### src/rtl/dmem_arbiter_if.sv
// Bundle of the two requester ports and the RAM pins around the data-memory arbiter.
// The arbiter takes the slave view; requesters and the RAM model take the master view.
interface dmem_arbiter_if #(
  parameter int ADDR_W = 32,
  parameter int DATA_W = 32
);
  logic              m0_req;
  logic              m0_we;
  logic [ADDR_W-1:0] m0_addr;
  logic [DATA_W-1:0] m0_wdata;
  logic              m0_gnt;
  logic              m0_rvalid;
  logic [DATA_W-1:0] m0_rdata;

  logic              m1_req;
  logic              m1_we;
  logic [ADDR_W-1:0] m1_addr;
  logic [DATA_W-1:0] m1_wdata;
  logic              m1_gnt;
  logic              m1_rvalid;
  logic [DATA_W-1:0] m1_rdata;

  logic              ram_en;
  logic              ram_we;
  logic [ADDR_W-1:0] ram_addr;
  logic [DATA_W-1:0] ram_din;
  logic [DATA_W-1:0] ram_dout;

  modport slave (
    input  m0_req, m0_we, m0_addr, m0_wdata,
    input  m1_req, m1_we, m1_addr, m1_wdata,
    input  ram_dout,
    output m0_gnt, m0_rvalid, m0_rdata,
    output m1_gnt, m1_rvalid, m1_rdata,
    output ram_en, ram_we, ram_addr, ram_din
  );

  modport master (
    output m0_req, m0_we, m0_addr, m0_wdata,
    output m1_req, m1_we, m1_addr, m1_wdata,
    output ram_dout,
    input  m0_gnt, m0_rvalid, m0_rdata,
    input  m1_gnt, m1_rvalid, m1_rdata,
    input  ram_en, ram_we, ram_addr, ram_din
  );
endinterface

### src/rtl/dmem_arbiter.sv
// Two-port round-robin arbiter sharing one synchronous-read data RAM between the CPU
// (port 0) and the DMA/loader (port 1); one command in flight, plus a contention counter.
module dmem_arbiter #(
  parameter int ADDR_W    = 32,
  parameter int DATA_W    = 32,
  parameter bit FIXED_PRI = 1'b0,
  parameter int CNT_W     = 16
) (
  input  logic             clk,
  input  logic             rst,
  dmem_arbiter_if.slave    bus,
  output logic             busy,
  output logic [CNT_W-1:0] conflict_cnt
);

  typedef enum logic [1:0] {
    IDLE  = 2'd0,
    ISSUE = 2'd1,
    RDATA = 2'd2
  } state_t;

  state_t            state;
  logic              last_grant;
  logic              cmd_port;
  logic              cmd_we;
  logic [ADDR_W-1:0] cmd_addr;
  logic [DATA_W-1:0] cmd_wdata;

  logic              tie;
  logic              any_req;
  logic              winner;
  logic              win_we;
  logic [ADDR_W-1:0] win_addr;
  logic [DATA_W-1:0] win_wdata;

  // NOTE: every signal gets a value before any condition, so no latch can be inferred.
  always_comb begin
    tie     = bus.m0_req & bus.m1_req;
    any_req = bus.m0_req | bus.m1_req;
    winner  = bus.m1_req;
    if (tie) winner = FIXED_PRI ? 1'b0 : ~last_grant;
    win_we    = winner ? bus.m1_we    : bus.m0_we;
    win_addr  = winner ? bus.m1_addr  : bus.m0_addr;
    win_wdata = winner ? bus.m1_wdata : bus.m0_wdata;
  end

  // The command registers are the RAM address/data pins, so they hold between accesses.
  assign bus.ram_addr = cmd_addr;
  assign bus.ram_din  = cmd_wdata;

  // NOTE: all state below uses non-blocking assignments so every register sees pre-edge values.
  always_ff @(posedge clk or negedge rst) begin
    if (!rst) begin
      state         <= IDLE;
      last_grant    <= 1'b1;
      cmd_port      <= 1'b0;
      cmd_we        <= 1'b0;
      cmd_addr      <= '0;
      cmd_wdata     <= '0;
      busy          <= 1'b0;
      conflict_cnt  <= '0;
      bus.ram_en    <= 1'b0;
      bus.ram_we    <= 1'b0;
      bus.m0_gnt    <= 1'b0;
      bus.m1_gnt    <= 1'b0;
      bus.m0_rvalid <= 1'b0;
      bus.m1_rvalid <= 1'b0;
      bus.m0_rdata  <= '0;
      bus.m1_rdata  <= '0;
    end else begin
      bus.ram_en    <= 1'b0;
      bus.ram_we    <= 1'b0;
      bus.m0_gnt    <= 1'b0;
      bus.m1_gnt    <= 1'b0;
      bus.m0_rvalid <= 1'b0;
      bus.m1_rvalid <= 1'b0;
      case (state)
        IDLE: begin
          if (tie && (conflict_cnt != {CNT_W{1'b1}}))
            conflict_cnt <= conflict_cnt + CNT_W'(1);
          if (any_req) begin
            cmd_port   <= winner;
            cmd_we     <= win_we;
            cmd_addr   <= win_addr;
            cmd_wdata  <= win_wdata;
            last_grant <= winner;
            state      <= ISSUE;
            busy       <= 1'b1;
            // Strobes are loaded here so they are flop outputs during ISSUE.
            bus.ram_en <= 1'b1;
            bus.ram_we <= win_we;
            bus.m0_gnt <= ~winner;
            bus.m1_gnt <= winner;
          end
        end
        ISSUE: begin
          state <= cmd_we ? IDLE : RDATA;
          busy  <= ~cmd_we;
        end
        RDATA: begin
          if (cmd_port) begin
            bus.m1_rdata  <= bus.ram_dout;
            bus.m1_rvalid <= 1'b1;
          end else begin
            bus.m0_rdata  <= bus.ram_dout;
            bus.m0_rvalid <= 1'b1;
          end
          state <= IDLE;
          busy  <= 1'b0;
        end
        default: begin
          state <= IDLE;
          busy  <= 1'b0;
        end
      endcase
    end
  end

endmodule

### src/flat_wrapper.sv
// flat-port wrapper written by rule: the top's interface ports become plain ports
module dmem_arbiter_flat 
#(
  parameter int ADDR_W    = 32,
  parameter int DATA_W    = 32,
  parameter bit FIXED_PRI = 1'b0,
  parameter int CNT_W     = 16
)
  (clk, rst, busy, conflict_cnt, bus_m0_req, bus_m0_we, bus_m0_addr, bus_m0_wdata, bus_m1_req, bus_m1_we, bus_m1_addr, bus_m1_wdata, bus_ram_dout, bus_m0_gnt, bus_m0_rvalid, bus_m0_rdata, bus_m1_gnt, bus_m1_rvalid, bus_m1_rdata, bus_ram_en, bus_ram_we, bus_ram_addr, bus_ram_din);
  dmem_arbiter_if #(.ADDR_W(ADDR_W), .DATA_W(DATA_W)) bus_i ();
  input  logic clk;
  input  logic rst;
  output logic busy;
  output logic [CNT_W-1:0] conflict_cnt;
  input wire logic [$bits(bus_i.m0_req)-1:0] bus_m0_req;
  input wire logic [$bits(bus_i.m0_we)-1:0] bus_m0_we;
  input wire logic [$bits(bus_i.m0_addr)-1:0] bus_m0_addr;
  input wire logic [$bits(bus_i.m0_wdata)-1:0] bus_m0_wdata;
  input wire logic [$bits(bus_i.m1_req)-1:0] bus_m1_req;
  input wire logic [$bits(bus_i.m1_we)-1:0] bus_m1_we;
  input wire logic [$bits(bus_i.m1_addr)-1:0] bus_m1_addr;
  input wire logic [$bits(bus_i.m1_wdata)-1:0] bus_m1_wdata;
  input wire logic [$bits(bus_i.ram_dout)-1:0] bus_ram_dout;
  output wire logic [$bits(bus_i.m0_gnt)-1:0] bus_m0_gnt;
  output wire logic [$bits(bus_i.m0_rvalid)-1:0] bus_m0_rvalid;
  output wire logic [$bits(bus_i.m0_rdata)-1:0] bus_m0_rdata;
  output wire logic [$bits(bus_i.m1_gnt)-1:0] bus_m1_gnt;
  output wire logic [$bits(bus_i.m1_rvalid)-1:0] bus_m1_rvalid;
  output wire logic [$bits(bus_i.m1_rdata)-1:0] bus_m1_rdata;
  output wire logic [$bits(bus_i.ram_en)-1:0] bus_ram_en;
  output wire logic [$bits(bus_i.ram_we)-1:0] bus_ram_we;
  output wire logic [$bits(bus_i.ram_addr)-1:0] bus_ram_addr;
  output wire logic [$bits(bus_i.ram_din)-1:0] bus_ram_din;
  assign bus_i.m0_req = bus_m0_req;
  assign bus_i.m0_we = bus_m0_we;
  assign bus_i.m0_addr = bus_m0_addr;
  assign bus_i.m0_wdata = bus_m0_wdata;
  assign bus_i.m1_req = bus_m1_req;
  assign bus_i.m1_we = bus_m1_we;
  assign bus_i.m1_addr = bus_m1_addr;
  assign bus_i.m1_wdata = bus_m1_wdata;
  assign bus_i.ram_dout = bus_ram_dout;
  assign bus_m0_gnt = bus_i.m0_gnt;
  assign bus_m0_rvalid = bus_i.m0_rvalid;
  assign bus_m0_rdata = bus_i.m0_rdata;
  assign bus_m1_gnt = bus_i.m1_gnt;
  assign bus_m1_rvalid = bus_i.m1_rvalid;
  assign bus_m1_rdata = bus_i.m1_rdata;
  assign bus_ram_en = bus_i.ram_en;
  assign bus_ram_we = bus_i.ram_we;
  assign bus_ram_addr = bus_i.ram_addr;
  assign bus_ram_din = bus_i.ram_din;
  dmem_arbiter #(.ADDR_W(ADDR_W), .DATA_W(DATA_W), .FIXED_PRI(FIXED_PRI), .CNT_W(CNT_W)) u_core (.clk(clk), .rst(rst), .bus(bus_i), .busy(busy), .conflict_cnt(conflict_cnt));
endmodule
### config.mk
export PLATFORM = sky130hd
export DESIGN_NAME = dmem_arbiter_flat
export DESIGN_NICKNAME = d
export VERILOG_FILES = /design/src/rtl/dmem_arbiter_if.sv /design/src/rtl/dmem_arbiter.sv /design/src/flat_wrapper.sv
export SDC_FILE = /design/constraint.sdc
export NUM_CORES = 1
export LEC_CHECK = 0
export BUFFER_PORTS_ARGS = -buffer_cell sky130_fd_sc_hd__clkbuf_2
export CORE_ASPECT_RATIO = 0.5
export CORE_MARGIN = 10
export CORE_UTILIZATION = 35
export CTS_CLUSTER_SIZE = 12
export DETAILED_ROUTE_END_ITERATION = 8
export GPL_TIMING_DRIVEN = 0
export RECOVER_POWER = 50
export SLEW_MARGIN = 20
export SYNTH_ARGS = -nofsm -noshare
export SYNTH_HDL_FRONTEND = slang
export SYNTH_SLANG_ARGS = --single-unit
export TNS_END_PERCENT = 30
### constraint.sdc
create_clock -name clk -period 2.18 [get_ports clk]
set_clock_uncertainty 0.1 [all_clocks]
set_input_delay 0.109 -clock clk [delete_from_list [all_inputs] [get_ports clk]]
set_output_delay 0.109 -clock clk [all_outputs]
set_load 0.01 [all_outputs]
# Yosys cells after proc, flatten, opt, wreduce, memory -nomap -nowiden
# Cells that the tools add are included.
# W data, S select, Z words.
# classes
n_addsub,1
eq_ne,4
mux,21
n_bitwise,6
n_reduce_logical,6
# op_table
cell,n
$mux W32,2
$add A16 B1 Y16 const B,1
$ne A16 B16 Y1 const B,1
$mux W1,15
$reduce_and A2 Y1,4
$mux W2,2
$not A1 Y1,4
$pmux W2 S2,1
$eq A2 B1 Y1 const B,1
$eq A2 B2 Y1 const B,1
$logic_not A2 Y1,1
$ne A2 B1 Y1 const B,1
$pmux W1 S2,1
$and A1 B1 Y1,1
$logic_and A1 B1 Y1,1
$or A1 B1 Y1,1
# totals
register_bits,156
in_bits,166
output_inout_bits,151
elab_cells,54

# Depth between registers and ports, before layout
# logic_depth
word_depth,5
depth_mapped,7
ltp_nobuf,5

# Least setup slack after synthesis
# OpenSTA, ideal clock, no wires.
# synth_path
path_type,register to register
startpoint,reg u_core.conflict_cnt[0]
endpoint,reg u_core.conflict_cnt[1]
setup_time_ps,128
t_arrival_ps,1618
required_time_ps,1952
setup_slack_ps,335
stages_incl_launch_ff,6
path_buffers,0
synth_period_minus_slack_ps,1845
cell_sequence,dfrtp_1 > ha_1 > nand3_1 > nor4_4 > nor2_2 > mux2_1
# synth_via
elab_chain_cells,3
elab_cells_between_ends,4
cone_classes,1 x add/sub; 1 x eq/ne; 2 x reduce/logical
# synth_rtl
element,line,rtl
"start, declared",dmem_arbiter.sv:13,output logic [CNT_W-1:0] conflict_cnt
"start signal, assigned",dmem_arbiter.sv:80,conflict_cnt <= conflict_cnt + CNT_W'(1);
"parallel branches: the longest is 3 deep, another holds $add A16 B1 Y16",--,
# Several ways; the timed one is not identified.
# A chain may end at the register's enable or synchronous reset.

# Worst setup path in the final report
# layout_path
startpoint,reg u_core.state[0]
endpoint,reg u_core.cmd_addr[11] (netlist: u_core.bus.ram_addr[11])
# layout_via
elab_chain_cells,2
# layout_rtl
element,line,rtl
"start, declared",dmem_arbiter.sv:22,state_t state;
"start signal, assigned",dmem_arbiter.sv:97,state <= cmd_we ? IDLE : RDATA;
$logic_not A2 Y1,dmem_arbiter.sv:77,case (state)
$reduce_and A2 Y1 (no source line),--,
"end signal, assigned",dmem_arbiter.sv:84,cmd_addr <= win_addr;
"end, declared",dmem_arbiter.sv:26,logic [ADDR_W-1:0] cmd_addr;
# Every way passes these cells.

==> run summary <==
=================================================================================
Crit Reg-Reg Startpoint ............................................ u_core.state[0]$_DFFE_PN0P_
Maximum capacitance violations .....................................            0
Mean instance size in the synthesized netlist ......................     10.9 um2
Area of the die ....................................................    24100 um2
Destination of the worst hold path ................................. u_core.busy$_DFFE_PN0P_
RR Endpoint ........................................................ u_core.bus.ram_addr[11]$_DFFE_PN0P_
Finished Layout Cells ..............................................         1330
Area share of xor/xnor cells in the synthesized design .............       0.0208
Simple-gate share of the synthesized area ..........................        0.188
Pre-CTS setup slack ................................................    0.0294 ns
Maximum buffer depth of the clock tree .............................            2
Detailed Routing Iterations Pass 1 .................................            5
Dominant cell by count in the synthesized netlist .................. sky130_fd_sc_hd__nand2_1
Portion of netlist area occupied by mux cells ......................       0.0589
Setup slack of the critical path after layout ......................    0.0946 ns
Placed insts .......................................................         1131
Synth warn .........................................................            0
Sequential element share of the synthesized area ...................        0.619
Final HPWL DP ......................................................      16.7 mm
Cell depth of the worst setup path .................................            6
Hold Path Origin ...................................................   bus_m0_req
Critical path buffers and inverters ................................            2
EDFF count, synth ..................................................            0
Synth Area in Compound Gates .......................................       0.0837
Leading register cell type out of synthesis ........................ sky130_fd_sc_hd__dfrtp_1
Filler cells .......................................................         1575
Number of failing hold endpoints at the final stage ................            0
Largest cells by area after synthesis .............................. sky130_fd_sc_hd__dfrtp_1, sky130_fd_sc_hd__nand2_1, sky130_fd_sc_hd__a22oi_1
Final worst-path cycle share .......................................        0.957
FF-to-FF setup slack ...............................................      0.09 ns
DR vias ............................................................         6269
Clock tree sinks ...................................................          156
Overall power ......................................................     13200 uW
Most used routing layer in global routing ..........................         met2
Worst-path cell chain .............................................. or2_1, nor3_2, buf_2, buf_2, a22oi_1, nand2_1
Category of the worst setup path launch point ......................     register
Count of unresolved DRC violations after routing ...................            0
Area Growth Syn to Fin .............................................        62.7%
Die height .........................................................       115 um
Pin slew with the least headroom to its limit ......................      1.14 ns
Setup Total Neg Slack ..............................................         0 ns
Slew Limit Headroom ................................................        0.238
Post-route standard cell area excluding fillers ....................    10300 um2
Kind of cell adding the most delay to the critical path ............ simple AND/OR/NAND/NOR gates
Crit path capture type .............................................     register
Number of buffers created by CTS ...................................           17
Cell count after synthesis .........................................          580
Classification of the worst setup path ............................. register to register
Most common cell on crit path ...................................... sky130_fd_sc_hd__buf_2
Mean routed wirelength per cell ....................................      18.3 um
Routability cong. ..................................................        0.803
Fraction of met3 tracks used by global routing .....................       0.0474
Count of nets left with antenna violations after detail routing ....            0
Lkg Pwr ............................................................   0.00502 uW
Hold Crit Class .................................................... input pin to register
Arrival time at the worst endpoint .................................      2.32 ns
Status .............................................................    completed
Number of cell rows ................................................           34
Stage delay of the slowest cell on the critical path ...............      0.45 ns
Worst-path cell with the longest stage delay ....................... sky130_fd_sc_hd__dfrtp_1
Time the worst path needs with I/O delays and setup ................      2.09 ns
I/O Buffers ........................................................          316
TritonCTS clock tree ...............................................         done
Vias per std cell ..................................................         4.71
Met2 track utilization from global routing .........................        0.355
Slew Limit Fails ...................................................            0
Io pins ............................................................          317
Insertion delay to the later sink of the worst-skew pair ...........      0.40 ns
Endpoint required time on the critical path ........................      2.41 ns
Clock slew seen by the registers of the worst setup and hold paths .      0.07 ns
Overflow after GRT .................................................            0
Post-synthesis adder-cell area fraction ............................      0.00198
Number of synthesized register bits ................................          156
Maximum frequency from static timing analysis ......................      480 MHz
Number of cells on the worst reg-to-reg path .......................            6
Die X-Extent .......................................................       210 um
Cell area after placement ..........................................     8220 um2
Dominant combinational cell family by area after synthesis ......... simple AND/OR/NAND/NOR gates
Fraction of synthesized cell area taken by the top area cell type ..        0.615
GRT Resource Usage Total ...........................................        0.195
Power density relative to cell area ................................  1290 nW/um2
Unrepaired setup endpoints after global routing ....................           no
WL final ...........................................................      24.3 mm
Share of post-route cells with drive strength above 1 ..............        0.240
Largest net degree at the start of global routing ..................           81
Number of instances on the worst hold path .........................            3
Via count of the first global-routing pass .........................         7010
Maximum VDD drop ...................................................     0.600 mV
1st-iter DRT viols .................................................          435
Top cells by instance count after synthesis ........................ sky130_fd_sc_hd__nand2_1, sky130_fd_sc_hd__dfrtp_1, sky130_fd_sc_hd__a22oi_1
Layout Nets ........................................................         1245
Clock Tree Root .................................................... sky130_fd_sc_hd__clkbuf_16
H-tree level count .................................................            4
Count of distinct cell types in the synthesized netlist ............           38
Met1 Usage GRT .....................................................        0.206
Initial core utilization ...........................................        0.360
Count of final setup violators .....................................            0
Post-synthesis instance area .......................................     6310 um2
Core outline area ..................................................    17500 um2
CP Max Fanout ......................................................           10
Post-Syn Nets ......................................................          747
Cell taking the most area after synthesis .......................... sky130_fd_sc_hd__dfrtp_1
Number of antenna violations at the first check in global routing ..            3
Global-route wire length before repair .............................      37.6 mm
Share of synthesized flip-flops with an asynchronous set or reset ..         1.00
=================================================================================
-- sequential cells by signal, summed over array words and instances, names as in the netlist, 2 cells and up --
| signal | count |
|---|---|
| u_core.bus.m1_rdata | 32 |
| u_core.state | 2 |
| u_core.bus.m0_rdata | 32 |
| u_core.bus.ram_din | 32 |
| u_core.conflict_cnt | 16 |
| u_core.bus.ram_addr | 32 |
-- per-stage QoR --
stage          hold slack [ns]   util
2_1_floorplan           -0.287      -
3_3_place_gp             0.217  0.467
3_5_place_dp             0.104  0.469
4_1_cts                 0.0458  0.596
5_1_grt                 0.0912  0.585
6_report                0.0654  0.585
-- cell type report --
| type | count | area (um2) | share of cell area |
|---|---|---|---|
| Buffer | 32 | 153 | 0.0149 |
| Multi-Input combinational cell | 386 | 2240 | 0.218 |
| Timing Repair Buffer | 480 | 3060 | 0.298 |
| Inverter | 5 | 18.8 | 0.00183 |
| Clock inverter | 13 | 131 | 0.0128 |
| Antenna cell | 5 | 12.5 | 0.00122 |
| Sequential cell | 156 | 3910 | 0.381 |
| Clock buffer | 19 | 453 | 0.0442 |
| Tap cell | 234 | 293 | 0.0285 |
-- logic make-up (layout without fill, tap and decap cells) --
logic type | Yosys count | after routing
AO/OA/AOI/OAI | 70 | 70
XOR/XNOR | 15 | 15
adder cells (fa/ha/maj) | 1 | 1
buffers and inverters | 38 | 549
flip-flops | 156 | 156
multiplexers | 33 | 33
other | 0 | 5
AND/OR/NAND/NOR | 267 | 267
-- routing by layer --
layer | routed length [um] | up-vias
met4 | 982 | 0
met3 | 1330 | 68
met1 | 9090 | 3034
li1 | - | 2949
met5 | 0 | -
met2 | 12900 | 218
-- worst max-delay path by stage --
stage	from	end
floorplan	u_core.conflict_cnt[0]$_DFFE_PN0P_	u_core.conflict_cnt[1]$_DFFE_PN0P_
global placement	rst	u_core.bus.ram_din[20]$_DFFE_PN0P_
detailed placement	u_core.state[1]$_DFFE_PN0P_	u_core.bus.ram_addr[11]$_DFFE_PN0P_
CTS	u_core.state[0]$_DFFE_PN0P_	u_core.bus.ram_addr[11]$_DFFE_PN0P_
global route	u_core.state[0]$_DFFE_PN0P_	u_core.bus.ram_addr[9]$_DFFE_PN0P_
finish	u_core.state[0]$_DFFE_PN0P_	u_core.bus.ram_addr[11]$_DFFE_PN0P_
-- placed cells by master, fill, tap and decap left out, types with 2 or more instances in the layout --
| cell type | netlist | layout |
|---|---|---|
| sky130_fd_sc_hd__clkbuf_2 | 0 | 165 |
| sky130_fd_sc_hd__diode_2 | 0 | 5 |
| sky130_fd_sc_hd__dlygate4sd3_1 | 0 | 163 |
| sky130_fd_sc_hd__clkbuf_1 | 15 | 163 |
| sky130_fd_sc_hd__dfrtp_1 | 155 | 155 |
| sky130_fd_sc_hd__or2_1 | 2 | 2 |
| sky130_fd_sc_hd__xor2_1 | 13 | 13 |
| sky130_fd_sc_hd__nor2_1 | 5 | 5 |
| sky130_fd_sc_hd__nor3b_1 | 3 | 3 |
| sky130_fd_sc_hd__clkbuf_16 | 0 | 17 |
| sky130_fd_sc_hd__nand2_1 | 227 | 227 |
| sky130_fd_sc_hd__inv_6 | 0 | 4 |
| sky130_fd_sc_hd__nand3_1 | 4 | 4 |
| sky130_fd_sc_hd__inv_1 | 5 | 5 |
| sky130_fd_sc_hd__nor3_1 | 7 | 6 |
| sky130_fd_sc_hd__a22oi_1 | 64 | 64 |
| sky130_fd_sc_hd__xnor2_1 | 2 | 2 |
| sky130_fd_sc_hd__nor4_2 | 3 | 3 |
| sky130_fd_sc_hd__buf_2 | 15 | 14 |
| sky130_fd_sc_hd__nand4_1 | 3 | 3 |
| sky130_fd_sc_hd__clkbuf_4 | 0 | 3 |
| sky130_fd_sc_hd__a21o_1 | 3 | 3 |
| sky130_fd_sc_hd__clkinvlp_4 | 0 | 5 |
| sky130_fd_sc_hd__clkinv_4 | 0 | 2 |
| sky130_fd_sc_hd__clkbuf_8 | 0 | 2 |
| sky130_fd_sc_hd__buf_1 | 2 | 2 |
| sky130_fd_sc_hd__mux2_2 | 32 | 32 |
-- report_power, final --
part	switching [uW]	internal, uW	total (uW)
sequential	804	4280	5090
combinational	3220	2000	5210
clock	1260	1660	2920
-- worst min-delay path: stages --
cell and delay, ns:
sky130_fd_sc_hd__clkbuf_2 0.12, sky130_fd_sc_hd__nor2_1 0.19, sky130_fd_sc_hd__a221oi_1 0.11
-- timing repair --
item,CTS,global route
endpoints found under the hold margin,209,0
resized for setup,1,6
setup endpoints to repair,1,36
setup buffers,0,0
hold buffers,163,0
No activity file was read; power rests on OpenSTA's default activity.
